===== src/rtl/nibble_serial_add_seq.sv =====
// Sequences a WIDTH-bit add through an external 4-bit adder, one nibble per clock.
// Operands are latched on start and the slice carry is chained between passes.
module nibble_serial_add_seq #(
    parameter int unsigned WIDTH = 16
) (
    input  logic             clk_i,
    input  logic             rst_ni,
    input  logic             start_i,
    input  logic [WIDTH-1:0] a_i,
    input  logic [WIDTH-1:0] b_i,
    input  logic             cin_i,
    output logic             busy_o,
    output logic             done_o,
    output logic [WIDTH-1:0] sum_o,
    output logic             cout_o,
    output logic [3:0]       add_a_o,
    output logic [3:0]       add_b_o,
    output logic             add_cin_o,
    input  logic [3:0]       add_s_i,
    input  logic             add_cout_i
);

    localparam int unsigned NSLICE = WIDTH / 4;
    localparam int unsigned IdxW   = (NSLICE > 1) ? $clog2(NSLICE) : 1;
    localparam logic [IdxW-1:0] LastIdx = IdxW'(NSLICE - 1);

    typedef enum logic [1:0] {
        StIdle,
        StRun,
        StDone
    } state_e;

    state_e           state_q;
    logic [WIDTH-1:0] a_q;
    logic [WIDTH-1:0] b_q;
    logic [IdxW-1:0]  idx_q;
    logic             carry_q;
    logic [WIDTH-1:0] part_q;
    logic [WIDTH-1:0] part_d;
    logic [WIDTH-1:0] sum_q;
    logic             cout_q;
    logic             busy_q;
    logic             done_q;

    // Slice select is driven only from registers, so start never reaches the adder inputs.
    always_comb begin
        add_a_o = 4'h0;
        add_b_o = 4'h0;
        part_d  = part_q;
        for (int unsigned i = 0; i < NSLICE; i++) begin
            if (idx_q == IdxW'(i)) begin
                add_a_o          = a_q[4*i +: 4];
                add_b_o          = b_q[4*i +: 4];
                part_d[4*i +: 4] = add_s_i;
            end
        end
    end

    assign add_cin_o = carry_q;

    always_ff @(posedge clk_i) begin
        if (!rst_ni) begin
            state_q <= StIdle;
            a_q     <= '0;
            b_q     <= '0;
            idx_q   <= '0;
            carry_q <= 1'b0;
            part_q  <= '0;
            sum_q   <= '0;
            cout_q  <= 1'b0;
            busy_q  <= 1'b0;
            done_q  <= 1'b0;
        end else begin
            done_q <= 1'b0;
            unique case (state_q)
                StIdle: begin
                    if (start_i) begin
                        a_q     <= a_i;
                        b_q     <= b_i;
                        carry_q <= cin_i;
                        idx_q   <= '0;
                        busy_q  <= 1'b1;
                        state_q <= StRun;
                    end
                end
                StRun: begin
                    part_q  <= part_d;
                    carry_q <= add_cout_i;
                    if (idx_q == LastIdx) begin
                        // Final pass: publish the assembled sum including this nibble.
                        sum_q   <= part_d;
                        cout_q  <= add_cout_i;
                        idx_q   <= '0;
                        busy_q  <= 1'b0;
                        done_q  <= 1'b1;
                        state_q <= StDone;
                    end else begin
                        idx_q <= idx_q + IdxW'(1);
                    end
                end
                StDone: begin
                    state_q <= StIdle;
                end
                default: begin
                    state_q <= StIdle;
                end
            endcase
        end
    end

    assign busy_o = busy_q;
    assign done_o = done_q;
    assign sum_o  = sum_q;
    assign cout_o = cout_q;

endmodule

===== config.mk =====
export PLATFORM = sky130hd
export DESIGN_NAME = nibble_serial_add_seq
export DESIGN_NICKNAME = d
export VERILOG_FILES = /design/src/rtl/nibble_serial_add_seq.sv
export SDC_FILE = /design/constraint.sdc
export NUM_CORES = 1
export LEC_CHECK = 0
export BUFFER_PORTS_ARGS = -buffer_cell sky130_fd_sc_hd__buf_2
export CAP_MARGIN = 20
export CORE_MARGIN = 2
export CORE_UTILIZATION = 41
export DETAILED_ROUTE_END_ITERATION = 10
export GPL_TIMING_DRIVEN = 0
export PLACE_DENSITY = 0.68
export SYNTH_ARGS = -nofsm -noshare
export SYNTH_HDL_FRONTEND = slang
export SYNTH_SLANG_ARGS = --single-unit

===== constraint.sdc =====
create_clock -name clk_i -period 1.7 [get_ports clk_i]
set_input_delay 0.34 -clock clk_i [delete_from_list [all_inputs] [get_ports clk_i]]
set_output_delay 0.34 -clock clk_i [all_outputs]
set_load 0.005 [all_outputs]

# Word-level counts from Yosys, hierarchy flattened
# Index checks and enable logic that the tools add are counted.
# totals
reg_bits	72
inputBits	41
out_inout_bits	28
wordCells	50
# classes
add_sub_neg	1
n_eq_ne	6
mux	24
n_reduce_logical	9
# op_table
operator	count
$mux W4	12
$reduce_and A2 Y1	5
$mux W2	4
$pmux W2 S2	2
$eq A2 B1 Y1 const B	2
$eq A2 B2 Y1 const B	2
$logic_not A2 Y1	2
$mux W1	4
$ne A2 B2 Y1 const B	2
$pmux W1 S2	2
$reduce_and A3 Y1	1
$add A2 B1 Y2 const B	1
$reduce_bool A2 Y1	1

# Depth between registers and ports, before layout
# Gate-level depths: netlist (run 1).
# logic_depth
depth_word	5
depth_mapped	7

# Least setup slack after synthesis (run 1)
# OpenSTA, ideal clock, no wires.
# synth_path
path_kind	register to output
start	register idx_q[0]
end	output port add_a_o[0]
t_arrival_ps	1397
required_ps	1360
path_slack_ps	-37
stages_incl_launch_ff	8
n_path_buf	2
path_cell_list	dfxtp_1 > inv_1 > ha_1 > buf_4 > nor2b_1 > buf_2 > a221oi_1 > o31ai_1
# synth_between
elab_chain_len	5
elab_cells_between_ends	8
# synth_rtl
element	line_no	text
start: declaration	36	logic [IdxW-1:0] idx_q;
start signal: assignment	98	idx_q <= idx_q + IdxW'(1);
$logic_not A2 Y1	51	if (idx_q == IdxW'(i)) begin
$mux W4 (3 in a row)	51	
$mux W4 (*)	51	
end: declaration	16	output logic [3:0] add_a_o,
# Every way passes the cells marked *; elsewhere a longest branch is shown, timed or not.

# Worst setup path after layout (run 1)
# layout_path
start	register idx_q[0]
end	output port add_a_o[2]
# The elaborated chain is that of the path after synthesis.

==> results.json, run 1 <==
{
  "clk_latency_ns": 0.34,
  "yosysTopAreaCell": "dfxtp_1",
  "routed_via_density": 4.99,
  "max_freq_mhz": 484,
  "relSlewSlack": 0.702,
  "dp_hpwl_um": 4760,
  "grt_antenna_before_repair": 0,
  "slew_viol_final": 0,
  "post-route-min-period_ns": 2.07,
  "tightest_slew_ns": 0.446,
  "final-instance-count-excl-fill": 505,
  "cts-hold-fix-buffers": 0,
  "crit_type": "flip-flop to output pin",
  "ys_ff_latch": 68,
  "final_common_cell": "nand2_1",
  "dieWidth_um": 88.9,
  "cts_sinks": 68,
  "hp-class": "input pin to flip-flop",
  "yosysWarnings": 0,
  "drv_cap": 0,
  "die_area_um2": 7900,
  "grt_first_pass_wirelength_um": 11000,
  "failed_checks": "setup timing",
  "post-place-ws_ns": -0.450,
  "finalPower_mw": 3.74,
  "final_core_util": 0.574,
  "globalplace.congestion": 0.848,
  "avgSynthCellArea_um2": 9.17,
  "fin_skew_ns": 0.00823,
  "syn_nets": 367,
  "path_clk_slew_ns": 0.08,
  "drt_first_iter_violations": 132,
  "rsz0062_at_grt": "true",
  "seq_area_frac_synth": 0.461,
  "rows": 30,
  "ys_types": 32,
  "wl_per_cell_um": 14.5,
  "arrival_ns": 1.73,
  "synth_cells": 322,
  "placed_area_um2": 3390,
  "syn_area_um2": 2950,
  "cts_root_buffer": "clkbuf_8",
  "p_leak_nw": 1.63,
  "diodes": 0,
  "numCtsBuffers": 9,
  "final.setup.tns_ns": -2.49,
  "status": "finished with violations",
  "cts_tree": "done",
  "gr-total-overflow": 0,
  "synth.top_cell.area_share": 0.461,
  "core-area_um2": 6870,
  "wl_um": 7310,
  "r2r_slack_ns": 0.25,
  "gr-usage-all-layers": 0.185,
  "first_pass_iters": 4,
  "via_count": 2522,
  "io_buffer_count": 64,
  "grt_max_degree": 12,
  "start_util": 0.430,
  "setup_ws_ns": -0.367,
  "final_area_um2": 3940,
  "synth.area.top_cells": "dfxtp_1 (46%), nand2_1 (11%), a21boi_1 (7.6%)",
  "syn_to_final_growth_pct": 33.6,
  "critical_path_required_ns": 1.36,
  "grt_pass1_vias": 2344,
  "setup_viol": 8,
  "clockBufferDepth": 2,
  "power.density_nw_per_um2": 949,
  "dpl.cell_count": 482,
  "antenna_left": 0,
  "fill_cells": 621,
  "final_cell_mix": "nand2_1 (84), buf_2 (69), dfxtp_1 (66), a21boi_1 (30), a21boi_0 (14)",
  "drc": 0,
  "finalCritPeriodShare": 1.22,
  "cts_max_level": 3,
  "nNetsFinal": 449,
  "die_h_um": 88.9,
  "hold_viol": 0,
  "ios": 69,
  "holdWs_ns": 0.225,
  "critPathLaunchType": "flip-flop",
  "critPathMaxFanout": 8,
  "end_kind": "output pin",
  "drive_gt1_frac": 0.325,
  "ir_worst_vdd_uv": 517
}
synthesized netlist by cell type:
library cell / n
a21boi_0: 14
a21boi_1: 30
a21boi_4: 1
a21oi_1: 1
a221oi_1: 8
a22o_1: 5
a22oi_1: 2
buf_1: 1
buf_2: 9
buf_4: 1
buf_6: 8
clkbuf_1: 11
dfxtp_1: 68
ha_1: 4
inv_1: 5
inv_2: 1
mux2i_1: 13
nand2_1: 84
nand2b_1: 1
nand3_1: 12
nand3_4: 1
nand3b_1: 3
nor2_1: 1
nor2b_1: 12
nor3b_1: 1
nor3b_2: 1
o21a_1: 1
o21bai_1: 1
o221ai_1: 1
o2bb2ai_1: 12
o31ai_1: 8
or3b_1: 1
state kept, by name, indices dropped and copies added (netlist names):
register	flops
done_o	1
part_q	12
state_q	2
a_q	16
cout_o	1
sum_o	16
add_cin_o	1
idx_q	2
b_q	16
busy_o	1
cells by family (layout without fill, tap and decap cells):
logic type | after synthesis | after routing | synth area share
and+or+nand+nor | 117 | 117 | 0.179
AOI/OAI and AO/OA | 84 | 84 | 0.228
DFF | 68 | 68 | 0.461
buffers and inverters | 36 | 123 | 0.0712
muxes | 13 | 13 | 0.0441
adders and majority gates | 4 | 4 | 0.0169
timing repair:
action	CTS	global route
setup buffers	5	3
pin swaps	9	9
gates cloned	0	1
resized for setup	36	22
endpoints found under the hold margin	0	0
setup endpoints to repair	11	8
cell type report:
class                      instances  area, um^2  area share
clock buffer                      13         169      0.0428
timing repair buffer              73         395       0.100
inverter                           6        27.5     0.00698
tap                               96         120      0.0305
sequential                        68        1370       0.347
multi-input combinational        218        1560       0.396
clock inverter                     3        67.6      0.0171
buffer                            28         235      0.0596
worst paths after layout:
| check | depth (start not counted) | endpoint | from |
|---|---|---|---|
| hold / removal | 3 | b_q[5] | b_i[5] |
| hold reg to reg | 2 | add_cin_o | add_cin_o |
| setup / recovery | 7 | add_a_o[2] | idx_q[0] |
| setup reg to reg | 4 | b_q[15] | state_q[1] |
critical path: stages, from the launching register on:
cell,delay (ns)
dfxtp_4,0.40
inv_4,0.05
ha_4,0.15
nor2b_4,0.13
buf_12,0.14
a221oi_4,0.28
o31ai_4,0.10
buf_2,0.13
power by group:
group / internal, mW / total [mW] / switching [mW] / leakage, nW
Combinational: 0.234 / 0.478 / 0.244 / 0.957
Clock: 0.948 / 1.57 / 0.623 / 0.116
Sequential: 1.65 / 1.69 / 0.0427 / 0.556
Total: 2.83 / 3.74 / 0.910 / 1.63
metal layers:
layer / up-vias / global-route usage / share of wire
li1: 1270 / - / -
met4: 0 / 0.0785 / 0.013
met5: - / 0 / 0
met3: 6 / 0.0354 / 0.057
met2: 71 / 0.292 / 0.46
met1: 1175 / 0.246 / 0.47
Power figures use the tool's default switching activity.
==> inputs of run 2 (changes only) <==
--- a/config.mk
+++ b/config.mk
@@ -12,6 +12,7 @@
 export DETAILED_ROUTE_END_ITERATION = 10
 export GPL_TIMING_DRIVEN = 0
 export PLACE_DENSITY = 0.68
+export REMOVE_ABC_BUFFERS = 1
 export SYNTH_ARGS = -nofsm -noshare
 export SYNTH_HDL_FRONTEND = slang
 export SYNTH_SLANG_ARGS = --single-unit
==> run 2 against run 1 <==
Effect of this change:
- the run still ends with setup timing left
- clock-buffer cell count fell by 1
- final area fell by 5.0%
- largest power group unchanged
- sequential power barely moved
- fmax fell by 3.2%
- via count fell by 1.2%
- sequential share of layout area rose by 1.9 points
- wire length fell by 4.4%
- hold slack improved by 0.0027 ns
- setup slack got worse by 0.067 ns
- critical path depth rose by 1
==> results.json, run 2 (same netlist as run 1, synthesis figures left out) <==
{
  "status": "finished with violations",
  "failed_checks": "setup timing",
  "p_int_mw": 2.52,
  "ir_worst_vdd_uv": 431,
  "final_common_cell": "nand2_1",
  "max_freq_mhz": 468,
  "switching_share": 0.251,
  "p_leak_nw": 1.56,
  "fill_cells": 612,
  "p_comb_frac": 0.137,
  "multi_input_area_um2": 1490,
  "finalCritPeriodShare": 1.26,
  "post-place-ws_ns": -0.878,
  "cts_tree": "done",
  "core-area_um2": 6870,
  "hold_viol": 0,
  "diodes": 0,
  "critPathLaunchType": "flip-flop",
  "arrival_ns": 1.79,
  "grt_antenna_before_repair": 0,
  "rows": 30,
  "cts_root_buffer": "clkbuf_8",
  "io_buffer_count": 68,
  "die_h_um": 88.9,
  "wl_per_cell_um": 14.2,
  "dieWidth_um": 88.9,
  "critPathMaxFanout": 5,
  "globalplace.congestion": 0.741,
  "cts_sinks": 68,
  "power.density_nw_per_um2": 897,
  "placed_area_um2": 3260,
  "final_core_util": 0.545,
  "post-route-min-period_ns": 2.13,
  "die_area_um2": 7900,
  "gr-usage-all-layers": 0.184,
  "drv_cap": 0,
  "clockBufferDepth": 2,
  "hp-class": "input pin to flip-flop",
  "drive_gt1_frac": 0.319,
  "rsz0062_at_grt": "true",
  "ios": 69,
  "regArea_um2": 1370,
  "grt_max_degree": 51,
  "wl_met1_um": 3110,
  "slew_viol_final": 0,
  "cts_max_level": 3,
  "syn_to_final_growth_pct": 26.9,
  "sequentialPowerShare": 0.504,
  "final_cell_mix": "nand2_1 (84), buf_2 (68), dfxtp_1 (64), a21boi_1 (30), a21boi_0 (14)",
  "clk_latency_ns": 0.34,
  "crit_type": "flip-flop to output pin",
  "final.setup.tns_ns": -3.22,
  "met2_wirelength_um": 3360,
  "drc": 0,
  "start_util": 0.430,
  "fin_skew_ns": 0.00555,
  "critPathSlowestCell": "dfxtp_4",
  "tightest_slew_ns": 0.770,
  "critical_path_required_ns": 1.36,
  "clkPwrFrac": 0.358,
  "grt_first_pass_wirelength_um": 11100,
  "setup_ws_ns": -0.435,
  "drt_first_iter_violations": 170,
  "relSlewSlack": 0.487,
  "dp_hpwl_um": 4140,
  "top_layer": "met4",
  "switchingPower_uw": 844,
  "nNetsFinal": 437,
  "numCtsBuffers": 9,
  "final_area_um2": 3750,
  "path_clk_slew_ns": 0.07,
  "setup_viol": 8,
  "antenna_left": 0,
  "crit_path_max_incr_delay_ns": 0.40,
  "critical_path.cell_chain": "inv_4 -> ha_4 -> nor2b_4 -> buf_12 -> buf_4 -> a221oi_2 -> o31ai_1 -> buf_2",
  "routed_via_density": 5.07,
  "holdWs_ns": 0.227,
  "end_kind": "output pin",
  "wl_um": 6990,
  "met3_length_um": 380,
  "grt_pass1_vias": 2391,
  "via_count": 2491,
  "gr-total-overflow": 0,
  "first_pass_iters": 5
}
-- run 2: worst paths after layout --
| check | start | slack (ns) | endpoint | cells past startpoint |
|---|---|---|---|---|
| min reg2reg | b_q[9] | 0.45 | b_q[9] | 2 |
| max | idx_q[0] | -0.43 | add_a_o[2] | 8 |
| min | a_i[8] | 0.23 | a_q[8] | 3 |
| max reg2reg | idx_q[0] | 0.09 | sum_o[13] | 4 |
-- run 2: routing by layer --
layer / track usage / up-vias
li1: - / 1240
met1: 0.234 / 1181
met2: 0.298 / 59
met3: 0.0299 / 11
met4: 0.102 / 0
met5: 0 / -
-- run 2: final cells by class --
| type | instances | share of cell area |
|---|---|---|
| Multi-Input combinational cell | 218 | 0.399 |
| Sequential cell | 68 | 0.366 |
| Timing Repair Buffer | 89 | 0.149 |
| Clock buffer | 12 | 0.0441 |
| Tap cell | 96 | 0.0321 |
| Inverter | 6 | 0.00735 |
| Clock inverter | 2 | 0.00267 |
-- run 2: repair_timing --
| action | 4_1_cts | 5_1_grt |
|---|---|---|
| endpoints found under the setup margin | 67 | 28 |
| setup buffers | 12 | 7 |
| resized for setup | 27 | 5 |
| pin swaps | 10 | 2 |
| endpoints found under the hold margin | 0 | 0 |
| hold buffers | 0 | 0 |
-- run 2: stage by stage --
step / power, mW / instances
floorplan: 1.92 / 292
global placement: 2.06 / 456
detailed placement: 2.08 / 458
CTS: 3.33 / 484
global route: 3.50 / 491
finish: 3.36 / 491
-- run 2: worst max-delay path: cells and delay by family, from the launching register on --
family                   cells  cell delay, ns
AO/OA/AOI/OAI                2            0.30
adder cells (fa/ha/maj)      1            0.16
buffers and inverters        4            0.45
flip-flops                   1            0.40
AND/OR/NAND/NOR              1            0.14
-- run 2: power by group through the flow --
stage | combinational (mW) | clock (mW) | sequential (mW)
detailed placement | 0.355 | 0 | 1.72
global route | 0.505 | 1.29 | 1.70
CTS | 0.414 | 1.22 | 1.69
global placement | 0.345 | 0 | 1.72
floorplan | 0.202 | 0 | 1.72
finish | 0.462 | 1.20 | 1.70
